===== config.mk =====
export PLATFORM = sky130hd
export DESIGN_NAME = pc_unit
export DESIGN_NICKNAME = d
export VERILOG_FILES = /design/src/rtl/pc_pkg.sv /design/src/rtl/pc_next_mux.sv /design/src/rtl/pc_unit.sv
export SDC_FILE = /design/constraint.sdc
export NUM_CORES = 1
export LEC_CHECK = 0
export CELL_PAD_IN_SITES_DETAIL_PLACEMENT = 0
export CELL_PAD_IN_SITES_GLOBAL_PLACEMENT = 1
export CORE_MARGIN = 2
export CORE_UTILIZATION = 30
export CTS_BUF_LIST = sky130_fd_sc_hd__clkbuf_2 sky130_fd_sc_hd__clkbuf_4 sky130_fd_sc_hd__clkbuf_8
export CTS_CLUSTER_SIZE = 12
export DETAILED_ROUTE_END_ITERATION = 8
export GPL_TIMING_DRIVEN = 0
export PLACE_DENSITY_LB_ADDON = 0.1
export SLEW_MARGIN = 10
export SYNTH_ARGS = -nofsm -noshare
export SYNTH_HDL_FRONTEND = slang
export SYNTH_SLANG_ARGS = --single-unit

===== constraint.sdc =====
create_clock -name clk -period 2.35 [get_ports clk]
set_clock_uncertainty 0.2 [all_clocks]
set_input_delay 0.235 -clock clk [delete_from_list [all_inputs] [get_ports clk]]
set_output_delay 0.235 -clock clk [all_outputs]
set_load 0.02 [all_outputs]

===== src/rtl/pc_pkg.sv =====
// Shared types and defaults for the fetch-stage program-counter unit.
package pc_pkg;

  typedef enum logic [2:0] {
    PC_SRC_SEQ    = 3'd0,
    PC_SRC_JALR   = 3'd1,
    PC_SRC_BRANCH = 3'd2,
    PC_SRC_JAL    = 3'd3,
    PC_SRC_MTVEC  = 3'd4,
    PC_SRC_MEPC   = 3'd5
  } pc_src_e;

  localparam logic [31:0] DEFAULT_RESET_VECTOR = 32'h0000_0000;
  localparam int          DEFAULT_INCR         = 4;

  // Encodings 6 and 7 are reserved and behave as sequential fetch.
  function automatic pc_src_e decode_src(input logic [2:0] raw);
    pc_src_e src;
    case (raw)
      3'd1:    src = PC_SRC_JALR;
      3'd2:    src = PC_SRC_BRANCH;
      3'd3:    src = PC_SRC_JAL;
      3'd4:    src = PC_SRC_MTVEC;
      3'd5:    src = PC_SRC_MEPC;
      default: src = PC_SRC_SEQ;
    endcase
    return src;
  endfunction

endpackage


===== src/rtl/pc_next_mux.sv =====
// Next-PC selection with trap priority, pending fallback and alignment masking.
module pc_next_mux
  import pc_pkg::*;
#(
  parameter int XLEN   = 32,
  parameter int IALIGN = 4
) (
  input  pc_src_e          src,
  input  logic             trap,
  input  logic             pend_valid,
  input  logic [XLEN-1:0]  pend_target,
  input  logic [XLEN-1:0]  seq_target,
  input  logic [XLEN-1:0]  jalr,
  input  logic [XLEN-1:0]  branch,
  input  logic [XLEN-1:0]  jal,
  input  logic [XLEN-1:0]  mtvec,
  input  logic [XLEN-1:0]  mepc,
  output logic [XLEN-1:0]  target,
  output logic             redirect,
  output logic             misaligned
);

  localparam int ALIGN_BITS = (IALIGN == 2) ? 1 : 2;
  localparam logic [XLEN-1:0] LOW_MASK  = {{(XLEN-ALIGN_BITS){1'b0}}, {ALIGN_BITS{1'b1}}};
  localparam logic [XLEN-1:0] BIT0_MASK = {{(XLEN-1){1'b0}}, 1'b1};

  // Priority select: trap, explicit redirect, held redirect, then sequential.
  always_comb begin
    target     = seq_target;
    redirect   = 1'b0;
    misaligned = 1'b0;
    if (trap) begin
      target   = mtvec & ~LOW_MASK;
      redirect = 1'b1;
    end else begin
      case (src)
        PC_SRC_JALR: begin
          target     = jalr & ~BIT0_MASK;
          redirect   = 1'b1;
          misaligned = |(jalr & ~BIT0_MASK & LOW_MASK);
        end
        PC_SRC_BRANCH: begin
          target     = branch;
          redirect   = 1'b1;
          misaligned = |(branch & LOW_MASK);
        end
        PC_SRC_JAL: begin
          target     = jal;
          redirect   = 1'b1;
          misaligned = |(jal & LOW_MASK);
        end
        PC_SRC_MTVEC: begin
          target   = mtvec & ~LOW_MASK;
          redirect = 1'b1;
        end
        PC_SRC_MEPC: begin
          target   = mepc & ~LOW_MASK;
          redirect = 1'b1;
        end
        default: begin
          if (pend_valid) begin
            target = pend_target;
          end else begin
            target = seq_target;
          end
        end
      endcase
    end
  end

endmodule


===== src/rtl/pc_unit.sv =====
// Registered program counter with fetch handshake, held redirect and
// misaligned-target reporting.
module pc_unit
  import pc_pkg::*;
#(
  parameter int              XLEN         = 32,
  parameter logic [XLEN-1:0] RESET_VECTOR = XLEN'(DEFAULT_RESET_VECTOR),
  parameter int              IALIGN       = 4,
  parameter int              INCR         = DEFAULT_INCR
) (
  input  logic             clk,
  input  logic             rst_n,
  input  logic             pc_write,
  input  logic [2:0]       pc_source,
  input  logic [XLEN-1:0]  jalr,
  input  logic [XLEN-1:0]  branch,
  input  logic [XLEN-1:0]  jal,
  input  logic [XLEN-1:0]  mtvec,
  input  logic [XLEN-1:0]  mepc,
  input  logic             trap,
  input  logic             fetch_ready,
  output logic [XLEN-1:0]  pc,
  output logic [XLEN-1:0]  pc_plus_incr,
  output logic             fetch_valid,
  output logic             misalign,
  output logic [XLEN-1:0]  misalign_addr
);

  logic [XLEN-1:0] pc_r;
  logic [XLEN-1:0] pend_target_r;
  logic            pend_valid_r;
  logic            fetch_valid_r;
  logic            misalign_r;
  logic [XLEN-1:0] misalign_addr_r;

  logic [XLEN-1:0] target_s;
  logic            redirect_s;
  logic            misaligned_s;
  logic            adv_s;

  assign adv_s        = pc_write & fetch_valid_r & fetch_ready;
  assign pc_plus_incr = pc_r + XLEN'(INCR);

  pc_next_mux #(
    .XLEN   (XLEN),
    .IALIGN (IALIGN)
  ) u_next_mux (
    .src         (decode_src(pc_source)),
    .trap        (trap),
    .pend_valid  (pend_valid_r),
    .pend_target (pend_target_r),
    .seq_target  (pc_plus_incr),
    .jalr        (jalr),
    .branch      (branch),
    .jal         (jal),
    .mtvec       (mtvec),
    .mepc        (mepc),
    .target      (target_s),
    .redirect    (redirect_s),
    .misaligned  (misaligned_s)
  );

  // PC, pending redirect and misalignment report registers.
  always_ff @(posedge clk or negedge rst_n) begin
    if (!rst_n) begin
      pc_r            <= RESET_VECTOR;
      pend_target_r   <= {XLEN{1'b0}};
      pend_valid_r    <= 1'b0;
      fetch_valid_r   <= 1'b0;
      misalign_r      <= 1'b0;
      misalign_addr_r <= {XLEN{1'b0}};
    end else begin
      fetch_valid_r <= 1'b1;
      misalign_r    <= misaligned_s;
      if (misaligned_s) begin
        // A bad target is dropped outright and also cancels any held redirect.
        misalign_addr_r <= target_s;
        pend_valid_r    <= 1'b0;
      end else if (adv_s) begin
        pc_r         <= target_s;
        pend_valid_r <= 1'b0;
      end else if (redirect_s) begin
        pend_target_r <= target_s;
        pend_valid_r  <= 1'b1;
      end else begin
        pend_valid_r <= pend_valid_r;
      end
    end
  end

  assign pc            = pc_r;
  assign fetch_valid   = fetch_valid_r;
  assign misalign      = misalign_r;
  assign misalign_addr = misalign_addr_r;

endmodule


=== Word-level counts from Yosys, hierarchy flattened ===
Index checks and enable logic that the tools add are counted.

* $add $sub $neg: 1
* Reduce and logical (&&, ||, !) cells: 6
* Mux-type cells: 11
* Eq/ne operators: 10
* Bitwise gates (word level): 4

{| class="wikitable"
|+ Operators with widths
! cell !! count
|-
| $pmux W32 S5 || 1
|-
| $mux W32 || 2
|-
| $add A32 B3 Y32 const B || 1
|-
| $pmux W3 S5 || 1
|-
| $eq A3 B2 Y1 const B || 4
|-
| $eq A3 B3 Y1 const B || 4
|-
| $eq A3 B1 Y1 const B || 2
|-
| $mux W1 || 6
|-
| $reduce_or A5 Y1 || 1
|-
| $reduce_or A2 Y1 || 2
|-
| $pmux W1 S3 || 1
|-
| $reduce_and A3 Y1 || 1
|-
| $reduce_bool A3 Y1 || 1
|-
| $and A1 B1 Y1 || 2
|-
| $not A1 Y1 || 2
|-
| $reduce_and A2 Y1 || 1
|}

* Bits in registers: 99
* Logic and storage cells: 38

=== Longest topological paths before layout ===
* Depth in word-level cells: 9
* Gate-level depth with buffers: 11

=== Cells and area by module ===
A second synthesis with hierarchy kept.

* Cell total of the unflattened synthesis: 656
* Area, all modules: 6800.3 um^2

{| class="wikitable"
|+ Modules (own cells, without submodules)
! module !! cells each !! area each (um^2) !! times used
|-
| pc_unit || 296 || 4269.1 || 1
|-
| pc_next_mux || 360 || 2531.2 || 1
|}

=== Worst setup path before layout ===
No wires, ideal clock.

* Kind: register to register
* Start point: register pc_r[2], in the netlist pc[2]
* End point: register misalign_addr_r[28], in the netlist misalign_addr[28]
* Clock period less this slack: 2772 ps
* Library setup time: 125 ps
* Data arrival time: 2447 ps
* Setup slack: -422 ps
* Stages on the path, launching flop included: 9
* Cell sequence: dfrtp_1 > ha_1 > nand3_1 > or4_1 > buf_2 > nor3_1 > xor2_1 > a211o_1 > mux2_2

* Word-level cells in the longest chain between the ends: 4

{| class="wikitable"
|+ RTL lines
! item !! line !! source
|-
| from (decl) || pc_unit.sv:29 || <nowiki>logic [XLEN-1:0] pc_r;</nowiki>
|-
| from (signal assigned) || pc_unit.sv:80 || <nowiki>pc_r <= target_s;</nowiki>
|-
| $add A32 B3 Y32 || pc_unit.sv:42 || <nowiki>assign pc_plus_incr = pc_r + XLEN'(INCR);</nowiki>
|-
| net pc_plus_incr[28] || pc_unit.sv:23 || <nowiki>output logic [XLEN-1:0] pc_plus_incr,</nowiki>
|-
| $mux W32 || pc_next_mux.sv:61 || <nowiki>if (pend_valid) begin</nowiki>
|-
| $pmux W32 S5 || pc_next_mux.sv:36 || <nowiki>case (src)</nowiki>
|-
| $mux W32 || pc_next_mux.sv:32 || <nowiki>if (trap) begin</nowiki>
|-
| to (signal assigned) || pc_unit.sv:71 || <nowiki>misalign_addr_r <= {XLEN{1'b0}};</nowiki>
|-
| to (signal assigned) || pc_unit.sv:77 || <nowiki>misalign_addr_r <= target_s;</nowiki>
|-
| to (decl) || pc_unit.sv:34 || <nowiki>logic [XLEN-1:0] misalign_addr_r;</nowiki>
|}

The timed path passes the listed nets, and every way through them passes these cells.
A chain may end at the register's enable or synchronous reset.

=== Worst setup path in the final report ===
* Start point: register pc_r[16], in the netlist pc[16]
* End point: output port pc_plus_incr[27]

* Word-level cells in the longest chain between the ends: 1

{| class="wikitable"
|+ RTL lines
! item !! line
|-
| $add A32 B3 Y32 || pc_unit.sv:42
|-
| to (decl) || pc_unit.sv:23
|}

No other way between the ends.

==> results.md <==
- Final Cell Area: 12500 um^2
- Die Footprint: 23900 um^2
- Ys Warns: 0
- Post-Layout Cell Count: 1419
- Async SR Flop Fraction: 100%
- # nets final: 1300
- CTS root buf: clkbuf_8
- Largest fanout on the critical path: 7
- Pre-antenna DRT Iters: 5
- CTS Buffer Depth: 2
- Post-synth top cells: dfrtp_1 (99), nand2_1 (71), mux2_2 (68)
- Worst reg2reg startpoint: pc[10]$_DFFE_PN0P_
- Number of global-route vias before repair: 7976
- Hold WS: 45.5 ps
- Detailed Route Iter0 Violations: 581
- Post-synth EDFFs: 0
- Post-route ant nets: 0
- Status: finished, violations left
- FF-to-FF path depth: 9
- Largest vdd supply drop: 0.000569 V
- Post-Synthesis Cell Area: 6800 um^2
- Drc violations: 0
- Most used cell, CP: buf_6
- PwrDens: 682 nW/um^2
- Wirelength, routed: 37700 um
- H-tree levels: 3
- Fill cell count: 2051
- GPL Wtd Cong: 0.895
- Fin worst setup slack: -423 ps
- Setup WS pre-CTS: -1950 ps
- CP delay by family, top: simple AND/OR/NAND/NOR gates
- First-pass GRT wire length: 53000 um
- CTS sink count: 99
- Utilization of the core after routing: 55.9%
- R2r setup slk: -400 ps
- Pins Over Slew Limit: 0
- Required time of the worst setup path: 1910 ps
- Min Clock Period, post-route: 2770 ps
- Power Total: 8.56 mW
- Achievable frequency: 361 MHz
- Crit. End Element: output port
- Die height: 155 um
- GRT Overall Usage: 30.4%
- Top FF cell, synth: dfrtp_1
- Largest cells by area after synthesis: dfrtp_1 (36%), mux2_2 (11%), mux2i_1 (5.2%), nand2_1 (3.9%), o21ai_0 (3.2%)
- Worst path slowest cell: or4_4
- RSZ-0062 raised after global routing: true
- Area growth syn-to-layout: 84.5%
- Kind of critical path: flip-flop to output port
- Initial Utilization: 30.3%
- Max incr delay on CP: 590 ps
- Max Cap Viol: 0
- Cell with the most instances after synthesis: dfrtp_1
- Crit path buffers/inverters: 2
- Initial antenna violation count: 1
- TritonCTS clock tree: yes
- Data arrival, critical path: 2340 ps
- Worst-skew pair later-pin latency: 400 ps
- Slew HR: 52.2%
- CP Launch Type: flip-flop
- Avg Cell Area, Syn: 9.27 um^2
- Seq cells post-synth: 99
- Layout cells sized above 1: 41.3%
- Slew @ Worst Pin: 716 ps
- Synth area leader: dfrtp_1
- Placed inst area: 10000 um^2
- Failing checks: negative setup slack
- Largest net degree at the start of global routing: 75
- P_leak: 5.22 nW
- Yosys cell types: 76
- Clock transition at path regs: 110 ps
- Setup Total Neg Slack: -14060 ps
- Drt wl/cell: 26.5 um
- # rows: 55
- Worst-path cell chain: buf_6 > nand4_1 > or4_4 > o31a_1 > or2_4 > buf_6
- Setup violators final: 86
- R2R Path End: pc[23]$_DFFE_PN0P_
- TritonCTS Buffers: 9
- Register area share after synthesis: 36.5%
- Crit path depth: 6
- GR Overflow Total: 0
- Detailed Place HPWL: 25800 um
- Area share of the largest cell type after synthesis: 36.5%
- Ports: 266
- Mapped Cells: 733
- Die X: 155 um
- Cells after DPL: 1279
- Net Count, Synth: 905
- Vias per cell: 5.63
- Hold Path Class: primary input to async pin
- Fin. Hold Viols: 0
- Final Cycle Share: 118%
- Core area: 22400 um^2
- Port buffer count: 260
- DR vias: 7995
==> what timing repair did <==
item,4_1_cts,5_1_grt
hold endpoints to repair,99,0
gates resized for setup,328,149
hold buffers,1,0
cloned,3,5
pin swaps,68,61
setup endpoints to repair,126,118
setup buffers,84,42
==> cell usage in the layout (no fill, tap or decap), types with 25 or more instances in the layout <==
cell,Yosys,routed
clkdlybuf4s50_1,0,227
buf_4,3,95
dfrtp_1,99,72
nand2_1,71,67
buf_6,2,59
mux2_2,68,49
nor2_1,48,39
mux2i_1,35,30
dfrtp_2,0,27
o21ai_0,43,25
==> worst max path at each step <==
| stage | from | endpoint | slack [ps] |
|---|---|---|---|
| after floorplan | pc[23]$_DFFE_PN0P_ | misalign_addr[28]$_DFFE_PN0P_ | -150 |
| after global placement | rst_n | pc[14]$_DFFE_PN0P_ | -3820 |
| after detailed placement | pc_source[2] | pc[29]$_DFFE_PN0P_ | -1950 |
| after CTS | pc[16]$_DFFE_PN0P_ | pc_plus_incr[27] | -430 |
| after global routing | pc[3]$_DFFE_PN0P_ | pc_plus_incr[26] | -470 |
| final | pc[16]$_DFFE_PN0P_ | pc_plus_incr[27] | -420 |
==> state kept, by name, indices dropped and copies added, names as in the netlist <==
name           count
fetch_valid        1
pend_target_r     32
misalign           1
misalign_addr     32
pend_valid_r       1
pc                32
==> logic make-up after synthesis <==
group	after synthesis	share of synthesized area, %
DFF	99	36.5
adders and majority gates	5	0.902
other	1	0.0552
AOI/OAI and AO/OA	193	20.8
buffers and inverters	80	5.15
muxes	107	17.1
and+or+nand+nor	226	16.7
xor gates and xnor gates	22	2.84
==> final cells by class <==
cell class | count | area [um^2] | area share [%]
multi-input combinational | 555 | 5050 | 40.3
timing repair buffer | 387 | 3860 | 30.8
sequential | 99 | 2510 | 20.0
buffer | 52 | 480 | 3.83
tap | 285 | 357 | 2.84
clock buffer | 11 | 139 | 1.11
inverter | 24 | 98.8 | 0.788
clock inverter | 5 | 38.8 | 0.309
antenna | 1 | 2.50 | 0.0200
==> power by group <==
group	switching, mW	internal (mW)	total, mW
clock network	0.693	0.416	1.11
registers	0.391	2.18	2.57
logic	2.43	2.45	4.88
total	3.51	5.05	8.56
==> per-layer routing <==
metal  part of all wire, %  vias to the layer above  track usage, %  wire, um
met5                     0                        -               0         0
met4                   4.3                        0            11.7      1610
met3                   6.8                       93            5.77      2560
met2                    48                      406            51.6     18200
met1                    40                     3957            38.2     15300
li1                      -                     3539               -         -
Note: power is estimated with default switching activity, not from simulation.
